**config.mk**
```make
export PLATFORM = sky130hd
export DESIGN_NAME = sevenseg_scanner_flat
export DESIGN_NICKNAME = d
export VERILOG_FILES = /design/src/rtl/sevenseg_pkg.sv /design/src/rtl/sevenseg_if.sv /design/src/rtl/sevenseg_hex_to_7seg.sv /design/src/rtl/sevenseg_scanner.sv /design/src/flat_wrapper.sv
export SDC_FILE = /design/constraint.sdc
export NUM_CORES = 1
export LEC_CHECK = 0
export CORE_MARGIN = 4
export CORE_UTILIZATION = 30
export DETAILED_ROUTE_END_ITERATION = 12
export HOLD_SLACK_MARGIN = 0.03
export SETUP_SLACK_MARGIN = 0.15
export SLEW_MARGIN = 30
export SYNTH_ARGS = -nofsm -noshare
export SYNTH_HDL_FRONTEND = slang
export SYNTH_SLANG_ARGS = --single-unit
```
**constraint.sdc**
```tcl
create_clock -name CLK -period 6.2 [get_ports CLK]
set_clock_uncertainty 0.2 [all_clocks]
set_input_delay 0.62 -clock CLK [delete_from_list [all_inputs] [get_ports CLK]]
set_output_delay 0.62 -clock CLK [all_outputs]
set_load 0.02 [all_outputs]
```
**src/rtl/sevenseg_pkg.sv**
```systemverilog
// Shared constants for the 4-digit hex 7-segment scanner.
// Pure declarations, no logic.
// No flow control.
package sevenseg_pkg;

    localparam int NUM_DIGITS = 4;

    typedef logic [6:0] seg_t;
    typedef logic [3:0] an_t;

    // All segments dark / all digits disabled (active-low outputs).
    localparam seg_t SEG_OFF = 7'h7F;
    localparam an_t  AN_OFF  = 4'hF;

    // Active-low {g,f,e,d,c,b,a} patterns for hex digits 0..F.
    localparam seg_t SEG_HEX [16] = '{
        7'h40, 7'h79, 7'h24, 7'h30, 7'h19, 7'h12, 7'h02, 7'h78,
        7'h00, 7'h10, 7'h08, 7'h03, 7'h46, 7'h21, 7'h06, 7'h0E
    };

endpackage

```
**src/rtl/sevenseg_if.sv**
```systemverilog
// Bundle of debug-value inputs and display pin outputs for the scanner.
// No latency (wires only).
// No flow control; the display side is free-running.
interface sevenseg_if;
    logic [15:0] test_value;
    logic        blank_lz;
    logic        freeze;
    logic [6:0]  seg_n;
    logic [3:0]  an_n;
    logic        dp_n;
    logic        frame_strobe;

    // Side that supplies the value and watches the pins.
    modport master (
        output test_value, blank_lz, freeze,
        input  seg_n, an_n, dp_n, frame_strobe
    );

    // The scanner itself.
    modport slave (
        input  test_value, blank_lz, freeze,
        output seg_n, an_n, dp_n, frame_strobe
    );
endinterface

```
**src/rtl/sevenseg_hex_to_7seg.sv**
```systemverilog
// Nibble to active-low 7-segment pattern decoder.
// Combinational, zero latency.
// No flow control.
module hex_to_7seg
    import sevenseg_pkg::*;
(
    input  logic [3:0] nib_i,
    output seg_t       seg_o
);

    // Straight table lookup.
    always_comb begin
        seg_o = SEG_HEX[nib_i];
    end

endmodule

```
**src/rtl/sevenseg_scanner.sv**
```systemverilog
// Time-multiplexes a 16-bit value as four hex digits on a common-anode display.
// Outputs trail the digit index by one cycle; value is sampled once per frame.
// No backpressure; scanning is free-running, freeze only blocks the frame capture.
module sevenseg_scanner
    import sevenseg_pkg::*;
#(
    parameter int REFRESH_DIV = 50000
) (
    input  logic        CLK,
    input  logic        Reset,
    sevenseg_if.slave   bus
);

    localparam int CW = $clog2(REFRESH_DIV);

    logic [CW-1:0] cnt_q, cnt_d;
    logic [1:0]    idx_q, idx_d;
    logic [15:0]   shadow_q, shadow_d;
    logic          strobe_q, strobe_d;
    seg_t          seg_q, seg_d;
    an_t           an_q, an_d;

    logic          tick;
    logic          capture;
    logic [3:0]    nib;
    logic [15:0]   upper;
    logic          blank;
    seg_t          seg_dec;

    hex_to_7seg u_dec (
        .nib_i (nib),
        .seg_o (seg_dec)
    );

    // Divider, digit index and frame capture next-state.
    always_comb begin
        tick     = (cnt_q == CW'(REFRESH_DIV - 1));
        cnt_d    = tick ? '0 : cnt_q + CW'(1);
        idx_d    = tick ? idx_q + 2'd1 : idx_q;
        // Capture only at the very end of digit 3 so a frame never mixes two values.
        capture  = tick && (idx_q == 2'd3) && !bus.freeze;
        shadow_d = capture ? bus.test_value : shadow_q;
        strobe_d = capture;
    end

    // Segment/anode pattern for the digit currently selected by idx_q.
    always_comb begin
        nib   = shadow_q[{idx_q, 2'b00} +: 4];
        // Digit k is a leading zero when every nibble at or above k is zero.
        upper = shadow_q >> {idx_q, 2'b00};
        blank = bus.blank_lz && (idx_q != 2'd0) && (upper == 16'h0000);
        an_d  = blank ? AN_OFF  : ~(4'b0001 << idx_q);
        seg_d = blank ? SEG_OFF : seg_dec;
    end

    // State and output registers with synchronous reset.
    always_ff @(posedge CLK) begin
        if (Reset) begin
            cnt_q    <= '0;
            idx_q    <= 2'd0;
            shadow_q <= 16'h0000;
            strobe_q <= 1'b0;
            seg_q    <= SEG_OFF;
            an_q     <= AN_OFF;
        end else begin
            cnt_q    <= cnt_d;
            idx_q    <= idx_d;
            shadow_q <= shadow_d;
            strobe_q <= strobe_d;
            seg_q    <= seg_d;
            an_q     <= an_d;
        end
    end

    assign bus.seg_n        = seg_q;
    assign bus.an_n         = an_q;
    assign bus.dp_n         = 1'b1;
    assign bus.frame_strobe = strobe_q;

endmodule

```
**src/flat_wrapper.sv**
```systemverilog
// flat-port wrapper written by rule: the top's interface ports become plain ports
module sevenseg_scanner_flat import sevenseg_pkg::*;
#(
    parameter int REFRESH_DIV = 50000
)
  (CLK, Reset, bus_test_value, bus_blank_lz, bus_freeze, bus_seg_n, bus_an_n, bus_dp_n, bus_frame_strobe);
  sevenseg_if bus_i ();
  input  logic CLK;
  input  logic Reset;
  input wire logic [$bits(bus_i.test_value)-1:0] bus_test_value;
  input wire logic [$bits(bus_i.blank_lz)-1:0] bus_blank_lz;
  input wire logic [$bits(bus_i.freeze)-1:0] bus_freeze;
  output wire logic [$bits(bus_i.seg_n)-1:0] bus_seg_n;
  output wire logic [$bits(bus_i.an_n)-1:0] bus_an_n;
  output wire logic [$bits(bus_i.dp_n)-1:0] bus_dp_n;
  output wire logic [$bits(bus_i.frame_strobe)-1:0] bus_frame_strobe;
  assign bus_i.test_value = bus_test_value;
  assign bus_i.blank_lz = bus_blank_lz;
  assign bus_i.freeze = bus_freeze;
  assign bus_seg_n = bus_i.seg_n;
  assign bus_an_n = bus_i.an_n;
  assign bus_dp_n = bus_i.dp_n;
  assign bus_frame_strobe = bus_i.frame_strobe;
  sevenseg_scanner #(.REFRESH_DIV(REFRESH_DIV)) u_core (.CLK(CLK), .Reset(Reset), .bus(bus_i));
endmodule
```
### Word level (Yosys, flattened, before mapping)

Memories as Yosys holds them, arrays and structs flattened. A register that Yosys moved wholly into a read port is not among the register bits.
Cells that the tools add are included.

| storage, ports and cells | value |
|---|---|
| input bits | 20 |
| register bits after elaboration | 39 |
| logic and storage cells | 24 |
| memories kept | 1 |
| bits in read-only memories | 112 |

Memory list:

| name | depth | width | rd ports | clocked after memory_dff | wr ports | line | RTL |
|---|---|---|---|---|---|---|---|
| (name not given) | 16 | 7 | 1 | 1 | 0 | sevenseg_hex_to_7seg.sv:13 | `seg_o = SEG_HEX[nib_i];` |

| operators by class | value |
|---|---|
| bitwise logic cells | 2 |
| reduce and logical (&&, ||, !) cells | 9 |
| equality and inequality tests | 2 |
| $add $sub $neg | 2 |
| shift-type cells | 3 |

Operators with widths:

| kind | number |
|---|---|
| adder 16 x 1 -> 16 bit (second input constant) | 1 |
| == test 16 bit (second input constant) | 1 |
| logical NOT 16 bit | 1 |
| variable part select 16 x 5 -> 4 bit | 1 |
| right shift 16 x 4 -> 16 bit | 1 |
| NOT 4 -> 5 bit | 1 |
| logical AND 1 bit | 4 |
| NOT 4 bit | 1 |
| OR reduction 2 bit | 2 |
| << shifter 1 x 2 -> 4 bit (first input constant) | 1 |
| adder 2 x 1 -> 2 bit (second input constant) | 1 |
| == test 2 bit (second input constant) | 1 |
| nonzero test 2 bit | 1 |
| logical NOT 1 bit | 1 |

### Longest topological paths before layout

| depth | value |
|---|---|
| depth in word-level cells | 4 |
| gate-level depth with buffers | 9 |

### Cells and area by module

From an unflattened synthesis, not the netlist that was laid out.

| second synthesis, totals | value |
|---|---|
| cells, all modules | 251 |
| area total of the unflattened synthesis | 2263.4 um^2 |

Modules (own cells, without submodules):

| module | times used | sequential area each (um^2) | area each (um^2) | cells each |
|---|---|---|---|---|
| sevenseg_scanner | 1 | 920.9 | 1991.9 | 216 |
| hex_to_7seg | 1 | 0.0 | 271.5 | 35 |

### Least setup slack after synthesis

OpenSTA, ideal clock, no wires.

| timing path | value |
|---|---|
| kind | register to register |
| start point | register u_core.idx_q[0] |
| end point | register u_core.seg_q[2], in the netlist u_core.bus.seg_n[2] |
| setup slack | 3.211 ns |
| cell stages (with the launch flop) | 10 |
| required time | 5.921 ns |
| setup time | 0.079 ns |
| buffers on the path | 2 |
| clock period less this slack | 2.989 ns |
| data arrival time | 2.710 ns |
| path through | dfxtp_1 > buf_1 > mux4_2 > inv_1 > ha_1 > nor4b_1 > o211ai_1 > o311a_1 > clkbuf_1 > o211ai_1 |

| on the way | value |
|---|---|
| cells in the longest elaborated chain, start to end | 4 |
| elaborated cells between the ends (all ways) | 8 |
| those cells by class | shift (2); bitwise (1); reduce/logical (5) |

RTL lines:

| what | line | RTL |
|---|---|---|
| from (decl) | sevenseg_scanner.sv:17 | `logic [1:0] idx_q, idx_d;` |
| from (signal assigned) | sevenseg_scanner.sv:67 | `idx_q <= idx_d;` |
| right shift 16 x 4 -> 16 bit / nonzero test 2 bit (equally long branches) | sevenseg_scanner.sv:50, sevenseg_scanner.sv:51 |  |
| logical NOT 16 bit / logical AND 1 bit (equally long branches) | sevenseg_scanner.sv:51 | `blank = bus.blank_lz && (idx_q != 2'd0) && (upper == 16'h0000);` |
| logical AND 1 bit | sevenseg_scanner.sv:51 |  |
| OR reduction 2 bit (no line) | - |  |
| to (decl) | sevenseg_scanner.sv:20 | `seg_t seg_q, seg_d;` |

Parallel ways exist; a longest one is shown, timed or not.
A chain may end at the register's enable or synchronous reset.

### Worst setup path in the final report

| timing path | value |
|---|---|
| start point | register u_core.idx_q[0] |
| end point | register u_core.seg_q[6], in the netlist u_core.bus.seg_n[6] |

The elaborated chain is that of the path after synthesis.

==> impl_metrics.py <==
metrics = {
    "synth": {
        "yosys_most_used_dff": "sky130_fd_sc_hd__dfxtp_1",
        "compound_gate_fraction_of_synth_area_pct": 15.9,
        "largest_family_of_logic_cells_by_synthesized_area": "simple AND/OR/NAND/NOR gates",
        "post-synth-top-area-fraction_pct": 39.9,
        "synth.top_cells.by_area": "sky130_fd_sc_hd__dfxtp_1 (40%), sky130_fd_sc_hd__nand4_1 (6.0%), sky130_fd_sc_hd__ha_1 (5.4%)",
        "post_synth_xor_area_fraction_pct": 4.18,
        "synth_adder_area_share_pct": 5.42,
        "postSynthAreaPerCell_um2": 9.08,
        "post_synth_most_frequent_cells": "sky130_fd_sc_hd__dfxtp_1 (46), sky130_fd_sc_hd__a21oi_1 (23), sky130_fd_sc_hd__nand4_1 (22), sky130_fd_sc_hd__nor2_1 (16), sky130_fd_sc_hd__o31ai_1 (15)",
        "yosys.cell_count.top_type": "sky130_fd_sc_hd__dfxtp_1",
        "mappedNetlistArea_mm2": 0.00231,
        "synth-seq-area-share_pct": 39.9,
        "ys_async_sr_fraction_pct": 0,
        "synth.area.mux_share_pct": 5.26,
        "synth_largest_area_cell": "sky130_fd_sc_hd__dfxtp_1",
        "post_synthesis_cells": 254,
        "ys_types": 44,
        "mappedNetlistNets": 284,
        "synth_simple_gate_area_share_pct": 22.8,
        "yosysWarnings": 0,
        "synth-seq-cells": 46,
        "synth-edff-count": 0,
    },
    "layout": {
        "drive_gt1_share_pct": 7.75,
        "finalNetCount": 300,
        "post-route-util_pct": 37.6,
        "filler_cell_count": 775,
        "layout.cells.non_filler": 370,
        "synthToLayoutAreaGrowth_pct": 20.2,
        "final_cell_area_mm2": 0.00277,
        "n_antenna_cell": 0,
    },
    "placed_design": {
        "post_place_cells": 362,
        "dp_hpwl_um": 3810,
        "globalplace.congestion": 0.818,
        "dpl-instance-area_mm2": 0.00263,
        "placement.io_buffers": 31,
    },
    "worst_setup_path": {
        "slowest_delay_ns": 0.67,
        "critical_path.n_buffers_inverters": 1,
        "worst_r2r_startpoint": "u_core.idx_q[0]$_SDFFE_PP0N_",
        "crit_chain": "mux4_2 -> inv_1 -> ha_1 -> nor4b_1 -> o211ai_1 -> o311a_1 -> o211ai_1",
        "critical-path-top-cell-by-count": "sky130_fd_sc_hd__o211ai_1",
        "required_time_of_the_critical_path_ns": 6.22,
        "crit_fanout": 14,
        "timing.critical_path.max_delay_family": "compound AO/OA/AOI/OAI gates",
        "worst_ep_arrival_time_ns": 3.14,
        "worst_setup_path_startpoint": "u_core.idx_q[0]$_SDFFE_PP0N_",
        "crit_path_end_kind": "flop",
        "setup.worst_path.class": "flop to flop",
        "worst_setup_path_start_kind": "flop",
        "critical_path.slowest_cell": "sky130_fd_sc_hd__dfxtp_1",
    },
    "clock_tree": {
        "cts_tree": "yes",
        "cts_buffers": 5,
        "cts_hold_buffers": 0,
        "htreeDepth": 2,
        "clock_path_buffers": 2,
        "cts_resized": 0,
        "clock-root-buffer": "sky130_fd_sc_hd__clkbuf_8",
        "cts.reportedPaths.clkPinSlew_ns": 0.09,
        "number_of_setup_buffers_added_after_cts": 0,
        "tritoncts_num_sinks": 46,
        "clk_latency_ns": 0.30,
    },
    "timing": {
        "achievable-frequency_mhz": 321,
        "final.setup.tns_ns": 0,
        "count_of_final_setup_violators": 0,
        "final-max-slew-violation-count": 0,
        "rsz0062_at_grt": "no",
        "maxSlewHeadroom_pct": 38.9,
        "hold_violations": 0,
        "timing.final.crit_period_ns": 3.12,
        "transition_time_at_the_pin_with_the_least_slew_margin_ns": 0.909,
        "layout_worst_path_cycle_share_pct": 50.3,
    },
    "global_route": {
        "grt_use_total_pct": 12.7,
        "total_overflow_reported_by_the_global_router": 0,
        "grt_antenna_before_repair": 0,
        "grt_pass1_wl_um": 9100,
        "vias_in_the_first_global_route": 1827,
        "grt_start_max_net_pins": 21,
    },
    "die": {
        "io-pin-count": 33,
        "placementRows": 31,
        "die_height_um": 95.7,
        "die_area_mm2": 0.00916,
        "die_w_um": 95.7,
        "initial_core_util_pct": 31.3,
        "core_area_mm2": 0.00737,
    },
    "route": {
        "drc": 0,
        "via_per_inst": 5.22,
        "ant_nets": 0,
        "drt_first_iter_violations": 127,
        "avgRoutedWirePerCell_um": 14.6,
        "aggregate_routed_wire_length_um": 5390,
        "drt_first_pass_iters": 4,
        "routed-via-count": 1932,
    },
    "worst_hold_path": {
        "holdCritPathClass": "flop to flop",
        "timing.hold.worst.start": "u_core.cnt_q[0]$_SDFF_PP0_",
    },
    "pwr": {
        "ir_drop_worst_vdd_mv": 0.125,
        "p_per_area_mw_per_mm2": 219,
        "power_leakage_uw": 0.000911,
    },
    "status": {
        "status": "complete, no violations",
    },
    "job": {
        "maxCapViolations": 0,
    },
}
==> cell type report <==
type / instances / area [µm²] / area share [%]
inverters: 9 / 33.8 / 1.22
well taps: 99 / 124 / 4.47
multi-input cells: 177 / 1240 / 44.8
clock buffers: 6 / 82.6 / 2.98
repair buffers: 31 / 310 / 11.2
clock inverters: 2 / 60.1 / 2.17
flip-flops and latches: 46 / 921 / 33.2
==> through the flow <==
stage	setup slack, ns	power (µW)	hold slack (ns)
after floorplan	3.21	321	0.212
after global placement	3.21	340	0.227
after detailed placement	3.08	340	0.231
after CTS	3.05	615	0.245
after global routing	2.79	632	0.277
final	3.08	608	0.244
==> kinds of logic (layout without fill, tap and decap cells) <==
kind of cell               after synthesis  in the layout
AOI/OAI and AO/OA                       56             56
xor gates and xnor gates                11             11
adders and majority gates               10             10
buffers and inverters                   31             48
DFF                                     46             46
muxes                                    7              7
other                                    1              1
and+or+nand+nor                         92             92
==> metal layers <==
metal,track usage [%],vias to the layer above,wire length (µm)
li1,-,959,-
met1,17.9,914,2620
met2,19.6,50,2450
met3,2.74,9,240
met4,3.55,0,76
met5,0,-,0
==> layout by cell type, fill, tap and decap left out, drive strengths merged <==
cell type,n
dfxtp,46
clkdlybuf4s50,31
a21oi,23
nand4,22
nor2,16
o31ai,16
nand3,14
nand2,11
ha,10
inv,9
xor2,8
o21ai,7
clkbuf,6
nor4,5
mux4,4
or3,4
nand2b,3
o211ai,3
and2,3
xnor2,3
or4,3
and3,3
nor3,2
a22oi,2
o2111ai,2
mux2i,2
bufinv,2
nor2b,2
nand3b,1
nor4b,1
o311a,1
o21bai,1
or3b,1
and4,1
a211o,1
mux2,1
conb,1
==> power breakdown <==
group,leakage [µW],internal [µW],total [µW],switching (µW)
sequential,0.000374,299,301,1.61
combinational,0.000466,17.4,31.5,14.1
clock,0.0000714,172,275,103
total,0.000911,489,608,119
==> sequential cells by signal (all words and copies together), names as in the netlist <==
signal and count:
u_core.idx_q 2, u_core.bus.seg_n 7, u_core.bus.an_n 4, u_core.shadow_q 16, u_core.bus.frame_strobe 1, u_core.cnt_q 16
==> worst paths after layout <==
check,endpoint,slack [ns],depth (start not counted)
min reg2reg,u_core.cnt_q[0]$_SDFF_PP0_,0.24,1
min,u_core.cnt_q[0]$_SDFF_PP0_,0.24,1
max reg2reg,u_core.bus.seg_n[6]$_SDFF_PP1_,3.08,7
max,u_core.bus.seg_n[6]$_SDFF_PP1_,3.08,7
No activity file was read; power rests on OpenSTA's default activity.
